### src/rtl/display_arbiter.sv
// display_arbiter: owns the 4-digit display path and shares display_driver between two
// requesters (req0 = CPU register path, req1 = status/debug source). Ownership changes
// are sequenced as brightness fade-out, content swap, fade-in. Each owner keeps the
// display for at least HOLD_CYCLES after its last accepted write.
//
// Ports:
//   clk, rst               clock, asynchronous active-high reset
//   req{0,1}_valid/_data/_mode/_ready
//                          update handshake; a transfer happens on valid & ready
//   cfg_brightness         target brightness while content is shown
//   display_data/_mode     content to the driver (registered)
//   brightness             current brightness to the driver (registered)
//   pwm_period             constant PWM_PERIOD
//   owner                  00 none, 01 req0, 10 req1 (registered)
//   busy                   high while fading in or out (registered)
module display_arbiter #(
    parameter int unsigned HOLD_CYCLES      = 1000,
    parameter int unsigned FADE_STEP_CYCLES = 256,
    parameter logic [15:0] PWM_PERIOD       = 16'h0020
) (
    input  logic        clk,
    input  logic        rst,
    input  logic        req0_valid,
    input  logic [31:0] req0_data,
    input  logic [1:0]  req0_mode,
    output logic        req0_ready,
    input  logic        req1_valid,
    input  logic [31:0] req1_data,
    input  logic [1:0]  req1_mode,
    output logic        req1_ready,
    input  logic [1:0]  cfg_brightness,
    output logic [31:0] display_data,
    output logic [1:0]  display_mode,
    output logic [1:0]  brightness,
    output logic [15:0] pwm_period,
    output logic [1:0]  owner,
    output logic        busy
);

    localparam int unsigned HW = (HOLD_CYCLES > 0) ? $clog2(HOLD_CYCLES + 1) : 1;
    localparam int unsigned SW = (FADE_STEP_CYCLES > 1) ? $clog2(FADE_STEP_CYCLES) : 1;
    localparam logic [HW-1:0] HoldLoad = HW'(HOLD_CYCLES);
    localparam logic [SW-1:0] StepLast = SW'(FADE_STEP_CYCLES - 1);

    localparam logic [1:0] StIdle    = 2'd0;
    localparam logic [1:0] StFadeIn  = 2'd1;
    localparam logic [1:0] StShow    = 2'd2;
    localparam logic [1:0] StFadeOut = 2'd3;

    logic [1:0]    state_q, state_d;
    logic [31:0]   data_q, data_d;
    logic [1:0]    mode_q, mode_d;
    logic [1:0]    bright_q, bright_d;
    logic [1:0]    owner_q, owner_d;
    logic          busy_q, busy_d;
    logic [HW-1:0] hold_q, hold_d;
    logic [SW-1:0] step_q, step_d;
    // Tie-break favourite: 0 = req0 wins a simultaneous request, 1 = req1 wins.
    logic          prio_q, prio_d;
    logic [31:0]   pend_data_q, pend_data_d;
    logic [1:0]    pend_mode_q, pend_mode_d;
    logic [1:0]    pend_owner_q, pend_owner_d;

    // Arbitration / ownership helpers
    logic          grant0, grant1;
    logic          hold_zero;
    logic          own_is1;
    logic          own_valid, non_valid;
    logic          own_ready, non_ready;

    always_comb begin
        state_d      = state_q;
        data_d       = data_q;
        mode_d       = mode_q;
        bright_d     = bright_q;
        owner_d      = owner_q;
        hold_d       = hold_q;
        step_d       = step_q;
        prio_d       = prio_q;
        pend_data_d  = pend_data_q;
        pend_mode_d  = pend_mode_q;
        pend_owner_d = pend_owner_q;
        req0_ready   = 1'b0;
        req1_ready   = 1'b0;
        grant0       = 1'b0;
        grant1       = 1'b0;
        hold_zero    = (hold_q == '0);
        own_is1      = owner_q[1];
        own_valid    = own_is1 ? req1_valid : req0_valid;
        non_valid    = own_is1 ? req0_valid : req1_valid;
        own_ready    = 1'b0;
        non_ready    = 1'b0;

        case (state_q)
            StIdle: begin
                grant1     = req1_valid && (!req0_valid || prio_q);
                grant0     = req0_valid && !grant1;
                req0_ready = grant0;
                req1_ready = grant1;
                if (grant0 || grant1) begin
                    data_d  = grant1 ? req1_data : req0_data;
                    mode_d  = grant1 ? req1_mode : req0_mode;
                    owner_d = grant1 ? 2'b10 : 2'b01;
                    prio_d  = grant0;
                    step_d  = '0;
                    state_d = StFadeIn;
                end
            end

            StFadeIn: begin
                // Live comparison so a lowered target (even 0) ends the fade at once.
                if (bright_q >= cfg_brightness) begin
                    hold_d  = HoldLoad;
                    step_d  = '0;
                    state_d = StShow;
                end else if (step_q == StepLast) begin
                    step_d = '0;
                    if (bright_q != 2'd3) begin
                        bright_d = bright_q + 2'd1;
                    end
                end else begin
                    step_d = step_q + SW'(1);
                end
            end

            StShow: begin
                bright_d = cfg_brightness;
                if (!hold_zero) begin
                    hold_d = hold_q - HW'(1);
                end
                non_ready = hold_zero;
                // Once the hold has expired a waiting non-owner takes precedence.
                own_ready = !(hold_zero && non_valid);
                if (own_is1) begin
                    req1_ready = own_ready;
                    req0_ready = non_ready;
                end else begin
                    req0_ready = own_ready;
                    req1_ready = non_ready;
                end
                if (non_valid && non_ready) begin
                    pend_data_d  = own_is1 ? req0_data : req1_data;
                    pend_mode_d  = own_is1 ? req0_mode : req1_mode;
                    pend_owner_d = own_is1 ? 2'b01 : 2'b10;
                    step_d       = '0;
                    state_d      = StFadeOut;
                end else if (own_valid && own_ready) begin
                    data_d = own_is1 ? req1_data : req0_data;
                    mode_d = own_is1 ? req1_mode : req0_mode;
                    hold_d = HoldLoad;
                end
            end

            StFadeOut: begin
                if (bright_q == 2'd0) begin
                    // Display is dark: swap in the pending content.
                    data_d  = pend_data_q;
                    mode_d  = pend_mode_q;
                    owner_d = pend_owner_q;
                    prio_d  = pend_owner_q[0];
                    step_d  = '0;
                    state_d = StFadeIn;
                end else if (step_q == StepLast) begin
                    step_d   = '0;
                    bright_d = bright_q - 2'd1;
                end else begin
                    step_d = step_q + SW'(1);
                end
            end

            default: begin
                state_d = StIdle;
            end
        endcase

        busy_d = (state_d == StFadeIn) || (state_d == StFadeOut);
    end

    always_ff @(posedge clk or posedge rst) begin
        if (rst) begin
            state_q      <= StIdle;
            data_q       <= '0;
            mode_q       <= 2'b11;
            bright_q     <= 2'd0;
            owner_q      <= 2'b00;
            busy_q       <= 1'b0;
            hold_q       <= '0;
            step_q       <= '0;
            prio_q       <= 1'b0;
            pend_data_q  <= '0;
            pend_mode_q  <= 2'b00;
            pend_owner_q <= 2'b00;
        end else begin
            state_q      <= state_d;
            data_q       <= data_d;
            mode_q       <= mode_d;
            bright_q     <= bright_d;
            owner_q      <= owner_d;
            busy_q       <= busy_d;
            hold_q       <= hold_d;
            step_q       <= step_d;
            prio_q       <= prio_d;
            pend_data_q  <= pend_data_d;
            pend_mode_q  <= pend_mode_d;
            pend_owner_q <= pend_owner_d;
        end
    end

    assign display_data = data_q;
    assign display_mode = mode_q;
    assign brightness   = bright_q;
    assign owner        = owner_q;
    assign busy         = busy_q;
    assign pwm_period   = PWM_PERIOD;

endmodule

### config.mk
export PLATFORM = sky130hd
export DESIGN_NAME = display_arbiter
export DESIGN_NICKNAME = d
export VERILOG_FILES = /design/src/rtl/display_arbiter.sv
export SDC_FILE = /design/constraint.sdc
export NUM_CORES = 1
export LEC_CHECK = 0
export ABC_AREA = 1
export BUFFER_PORTS_ARGS = -buffer_cell sky130_fd_sc_hd__buf_2
export CAP_MARGIN = 5
export CORE_ASPECT_RATIO = 0.7
export CORE_MARGIN = 3
export CORE_UTILIZATION = 54
export DETAILED_ROUTE_END_ITERATION = 8
export PLACE_DENSITY = 0.82
export SLEW_MARGIN = 20
export SYNTH_ARGS = -nofsm -noshare
export SYNTH_HDL_FRONTEND = slang
export SYNTH_SLANG_ARGS = --single-unit
export TNS_END_PERCENT = 10
### constraint.sdc
create_clock -name clk -period 3.7 [get_ports clk]
set_clock_uncertainty 0.2 [all_clocks]
set_input_delay 0.185 -clock clk [delete_from_list [all_inputs] [get_ports clk]]
set_output_delay 0.185 -clock clk [all_outputs]
set_load 0.01 [all_outputs]
Word level (Yosys, flattened, before mapping)
Cells that the tools add are included.
{"block": "classes", "add_sub_neg": 4, "magnitude_cmp": 1, "n_eq_ne": 18, "n_mux": 52, "reduce_logical": 23}
{"operator": "2-to-1 mux 32 bit", "n": 7}
{"operator": "case mux 32 bit (3 select lines)", "n": 1}
{"operator": "2-to-1 mux 10 bit", "n": 4}
{"operator": "2-to-1 mux 2 bit", "n": 20}
{"operator": "2-to-1 mux 8 bit", "n": 5}
{"operator": "case mux 8 bit (4 select lines)", "n": 1}
{"operator": "!= test 2 bit (second input constant)", "n": 12}
{"operator": "case mux 10 bit (2 select lines)", "n": 1}
{"operator": "case mux 2 bit (3 select lines)", "n": 2}
{"operator": "logical NOT 10 bit", "n": 1}
{"operator": "subtractor 10 x 1 -> 10 bit (second input constant)", "n": 1}
{"operator": "adder 8 x 1 -> 8 bit (second input constant)", "n": 1}
{"operator": "== test 8 bit (second input constant)", "n": 1}
{"operator": "case mux 2 bit (4 select lines)", "n": 1}
{"operator": "== test 2 bit (second input constant)", "n": 3}
{"operator": "2-to-1 mux 1 bit", "n": 6}
{"operator": "case mux 1 bit (2 select lines)", "n": 3}
{"operator": "AND reduction 2 bit", "n": 3}
{"operator": "AND reduction 6 bit", "n": 1}
{"operator": "nonzero test 3 bit", "n": 2}
{"operator": "AND reduction 5 bit", "n": 1}
{"operator": "== test 2 x 1 -> 1 bit (second input constant)", "n": 2}
{"operator": "logical AND 1 bit", "n": 4}
{"operator": "logical NOT 2 bit", "n": 2}
{"operator": "other kinds (8)", "n": 13}
{"block": "word_totals", "ff_bits": 96, "in_bits": 74, "out_inout_bits": 57, "wordCells": 110}

Depth between registers and ports, before layout
{"block": "logic_depth", "ltp_word": 10, "depth_mapped": 11, "mapped_depth_nobuf": 11}

Least setup slack after synthesis
No wires, ideal clock.
{"block": "synth_path", "path_type": "flip-flop to flip-flop", "startpoint": "register hold_q[0]", "endpoint": "register pend_data_q[22]", "setup_ns": 0.124, "arrival_ns": 1.508, "required_ns": 3.376, "path_slack_ns": 1.868, "path_stages_with_launch": 11, "path_buffers": 1, "synth_period_minus_slack_ns": 1.832, "path_cell_list": "dfrtp_1 > inv_1 > ha_1 > nand2_2 > nor2_4 > nand3_2 > inv_2 > nand2_2 > buf_2 > nand2_1 > nand3_1"}
{"block": "synth_between", "elab_chain_len": 3}
{"item": "start: declaration", "line_no": "56", "rtl": "logic [HW-1:0] hold_q, hold_d;"}
{"item": "start signal: assignment", "line_no": "200", "rtl": "hold_q <= hold_d;"}
{"item": "logical NOT 10 bit", "line_no": "87", "rtl": "hold_zero = (hold_q == '0);"}
{"item": "logical AND 1 bit", "line_no": "141", "rtl": "if (non_valid && non_ready) begin"}
{"item": "AND reduction 2 bit (no line)"}
{"item": "end signal: assignment", "line_no": "203", "rtl": "pend_data_q <= pend_data_d;"}
{"item": "end: declaration", "line_no": "60", "rtl": "logic [31:0] pend_data_q, pend_data_d;"}
No other way between the ends.
A chain may end at the register's enable or synchronous reset.

Worst setup path in the final report
{"block": "layout_path", "startpoint": "register hold_q[0]", "endpoint": "register pend_data_q[7]"}
Same word-level chain as after synthesis.

==> impl_metrics.prom <==
# TYPE chip_impl_metric gauge
chip_impl_metric{name="max-clock-path-buffers",unit=""} 2
chip_impl_metric{name="gp_congestion",unit=""} 0.863
chip_impl_metric{name="hold_depth",unit=""} 5
chip_impl_metric{name="clk_pin_slew_worst_paths",unit="ns"} 0.07
chip_impl_metric{name="nNetsFinal",unit=""} 1020
chip_impl_metric{name="numCtsBuffers",unit=""} 9
chip_impl_metric{name="cts_resized",unit=""} 0
chip_impl_metric{name="antenna_diode_count",unit=""} 0
chip_impl_metric{name="post-route-min-period",unit="ns"} 3.06
chip_impl_info{name="worstSetupPathType",value="reg2reg"} 1
chip_impl_info{name="timing.hold.worst.start",value="req0_data[22]"} 1
chip_impl_metric{name="grtUsageTotal",unit="%"} 27.7
chip_impl_info{name="crit_path_start_kind",value="flop"} 1
chip_impl_metric{name="cellPowerDensity",unit="nW/um^2"} 702
chip_impl_metric{name="count_of_endpoints_failing_setup_in_the_final_report",unit=""} 0
chip_impl_metric{name="hpwl",unit="mm"} 9.71
chip_impl_metric{name="grt_first_pass_wirelength",unit="mm"} 25.7
chip_impl_info{name="synth.top_cells.by_area",value="sky130_fd_sc_hd__dfrtp_1 43%, sky130_fd_sc_hd__nand2_1 23%, sky130_fd_sc_hd__nand3_1 6.1%"} 1
chip_impl_metric{name="synth_area_per_cell",unit="um^2"} 7.20
chip_impl_metric{name="maximum_number_of_pins_on_one_net_before_global_route_repair",unit=""} 54
chip_impl_metric{name="hold_violations",unit=""} 0
chip_impl_metric{name="timing.slew.headroom",unit="%"} 40.9
chip_impl_metric{name="first_iter_violations",unit=""} 579
chip_impl_metric{name="vdd_drop_max",unit="uV"} 410
chip_impl_metric{name="drt_drc_violations_left",unit=""} 0
chip_impl_info{name="synth-main-ff-cell",value="sky130_fd_sc_hd__dfrtp_1"} 1
chip_impl_metric{name="final_standard_cell_area_without_fillers",unit="um^2"} 7170
chip_impl_metric{name="synth-edff-count",unit=""} 0
chip_impl_metric{name="die_y",unit="um"} 90.6
chip_impl_info{name="commonest_cells_in_the_netlist",value="340 x sky130_fd_sc_hd__nand2_1, 94 x sky130_fd_sc_hd__dfrtp_1, 74 x sky130_fd_sc_hd__inv_1, 67 x sky130_fd_sc_hd__nand3_1, 34 x sky130_fd_sc_hd__o211ai_1"} 1
chip_impl_metric{name="area_growth",unit="%"} 30.0
chip_impl_metric{name="synth_cells",unit=""} 766
chip_impl_info{name="tritoncts",value="yes"} 1
chip_impl_metric{name="dpl_cell_area",unit="um^2"} 6040
chip_impl_metric{name="clk_latency",unit="ns"} 0.35
chip_impl_metric{name="fmaxAchievable",unit="MHz"} 327
chip_impl_metric{name="coreArea",unit="um^2"} 9830
chip_impl_metric{name="yosys_register_bits",unit=""} 96
chip_impl_metric{name="drt.antenna.violating_nets",unit=""} 0
chip_impl_metric{name="yosys.cell_types.count",unit=""} 35
chip_impl_metric{name="standard_cell_row_count",unit=""} 30
chip_impl_info{name="synth.most_common_cell",value="sky130_fd_sc_hd__nand2_1"} 1
chip_impl_info{name="crit-reg2reg-capture",value="pend_data_q[7]"} 1
chip_impl_info{name="timing.critical_path.to_type",value="flop"} 1
chip_impl_metric{name="drt-pass1-iter-count",unit=""} 5
chip_impl_metric{name="total_power",unit="uW"} 5040
chip_impl_info{name="hold_path_class",value="in2reg"} 1
chip_impl_metric{name="fraction_of_final_layout_cells_sized_beyond_drive_strength_1",unit="%"} 17.5
chip_impl_metric{name="worstPathArrival",unit="ns"} 3.15
chip_impl_metric{name="cts-htree-levels",unit=""} 3
chip_impl_metric{name="tightest_slew",unit="ns"} 0.885
chip_impl_metric{name="x_dimension_of_the_die",unit="um"} 127
chip_impl_metric{name="cellLeakagePower",unit="uW"} 0.00378
chip_impl_metric{name="critical_path_peak_fanout",unit=""} 34
chip_impl_info{name="hold-path-endpoint",value="display_data[22]"} 1
chip_impl_info{name="path_cells",value="inv_1 > ha_1 > nand2_2 > nor2_4 > nand2_4 > inv_2 > nand2_2 > nor2_4 > nand2_1 > nand3_1 > dlygate4sd3_1"} 1
chip_impl_metric{name="floorplan.die_area",unit="um^2"} 11500
chip_impl_info{name="grt_setup_unrepaired",value="false"} 1
chip_impl_info{name="critPathTopFamily",value="simple AND/OR/NAND/NOR gates"} 1
chip_impl_metric{name="cp_slowest_stage_delay",unit="ns"} 0.69
chip_impl_metric{name="synthesis.area",unit="um^2"} 5520
chip_impl_metric{name="wl_per_cell",unit="um"} 14.7
chip_impl_metric{name="regToRegSetupSlack",unit="ns"} 0.64
chip_impl_metric{name="timing.reg2reg.worst_path_depth",unit=""} 11
chip_impl_metric{name="routed-via-count",unit=""} 5663
chip_impl_metric{name="clock_sink_count",unit=""} 96
chip_impl_metric{name="io_pins",unit=""} 131
chip_impl_metric{name="final.setup.tns",unit="ns"} 0
chip_impl_metric{name="timing.critical_path.required",unit="ns"} 3.79
chip_impl_info{name="r2r_start",value="hold_q[0]"} 1
chip_impl_metric{name="timing.final.crit_share",unit="%"} 82.7
chip_impl_info{name="yosysTopAreaCell",value="sky130_fd_sc_hd__dfrtp_1"} 1
chip_impl_metric{name="antenna_found_initial",unit=""} 0
chip_impl_metric{name="initial_core_util",unit="%"} 56.1
chip_impl_metric{name="first_global_vias",unit=""} 5313
chip_impl_metric{name="post-synth-top-area-fraction",unit="%"} 42.6
chip_impl_metric{name="drv_cap",unit=""} 0
chip_impl_info{name="run_status",value="completed"} 1
chip_impl_metric{name="asyncSetResetFlopFracSynth",unit="%"} 100
chip_impl_metric{name="drt-total-wl",unit="mm"} 15.9
chip_impl_metric{name="timing_max_transition_violations_final",unit=""} 0
chip_impl_info{name="root_buffer",value="sky130_fd_sc_hd__clkbuf_16"} 1
chip_impl_metric{name="via_per_inst",unit=""} 5.27
chip_impl_metric{name="critical_path.n_buffers_inverters",unit=""} 3
chip_impl_metric{name="grt-ovfl-total",unit=""} 0
chip_impl_metric{name="port_buffers",unit=""} 114
chip_impl_info{name="critical-path-slowest-cell",value="sky130_fd_sc_hd__nor2_4"} 1
chip_impl_metric{name="synth-seq-area-share",unit="%"} 43.6
chip_impl_metric{name="synth-warning-count",unit=""} 0
flip-flops by register name (all words and copies together) (netlist names):
signal	flops
busy	1
brightness	2
owner	2
pend_data_q	32
display_mode	2
state_q	2
pend_mode_q	2
pend_owner_q	2
prio_q	1
step_q	8
hold_q	10
display_data	32
area by class of cell:
class,count,area [um^2]
fillers,744,2660
inverters,82,315
flip-flops and latches,96,2400
multi-input cells,557,2540
well taps,128,160
repair buffers,196,1380
clock buffers,10,239
clock inverters,6,138
layer usage:
| metal | track usage (%) | vias to the layer above | routed length (um) |
|---|---|---|---|
| li1 | - | 2730 | - |
| met5 | 0 | - | 0 |
| met4 | 8.57 | 0 | 344 |
| met3 | 6.62 | 35 | 1530 |
| met2 | 43.2 | 283 | 7340 |
| met1 | 38.4 | 2615 | 6640 |
power by group:
group	internal (uW)	switching [uW]
logic	776	1470
clock network	751	410
registers	1380	253
metrics by stage:
stage	hold slack, ns	utilization, %	setup WS, ns	std cells
finish	0.00500	72.9	0.642	1075
global route	0.0242	72.9	0.434	1075
CTS	0.00129	72.9	0.710	1075
detailed placement	0.124	61.4	1.25	983
global placement	0.122	61.4	1.35	983
floorplan	0.105	-	0.813	780
logic make-up (layout without fill, tap and decap cells):
group | after synthesis | after routing | synth area share, %
xor gates and xnor gates | 6 | 6 | 0.953
adders and majority gates | 4 | 4 | 0.907
DFF | 96 | 96 | 43.6
AOI/OAI and AO/OA | 73 | 73 | 8.66
and+or+nand+nor | 458 | 458 | 34.4
buffers and inverters | 127 | 294 | 11.3
other | 2 | 16 | 0.136
what timing repair did:
action	CTS	global route
endpoints found under the hold margin	108	0
setup buffers	0	0
hold buffers	76	0
worst register-to-register path: cells and delay by family (launching register included):
kind | cells | cell delay (ns)
AND/OR/NAND/NOR | 7 | 1.50
buffers and inverters | 3 | 0.76
flip-flops | 1 | 0.36
adder cells (fa/ha/maj) | 1 | 0.21
worst max-delay path by stage:
stage          startpoint                to  slack (ns)  cells after the start
6_report        hold_q[0]    pend_data_q[7]        0.64                     11
5_1_grt         hold_q[0]    pend_data_q[7]        0.43                     11
4_1_cts         hold_q[0]    pend_data_q[1]        0.71                     11
3_5_place_dp    hold_q[0]    pend_data_q[1]        1.25                     10
3_3_place_gp    hold_q[0]  display_data[16]        1.35                     10
2_1_floorplan         rst     brightness[0]        0.81                      1
cells in the final DEF, fill, tap and decap left out, drive strengths merged:
cell type and instances:
a22oi 2, nand3 69, a31oi 3, dfrtp 94, buf 120, ha 4
o21ai 22, nor2 31, nand4 3, a21oi 7, conb 16, nor3 6
xor2 5, nand2 348, or2 1, o22ai 4, dlygate4sd3 76, clkinv 1
xnor2 1, o211ai 34, dfstp 2, o21a 1, clkbuf 10, inv 83
bufinv 4
Power figures use the tool's default switching activity.
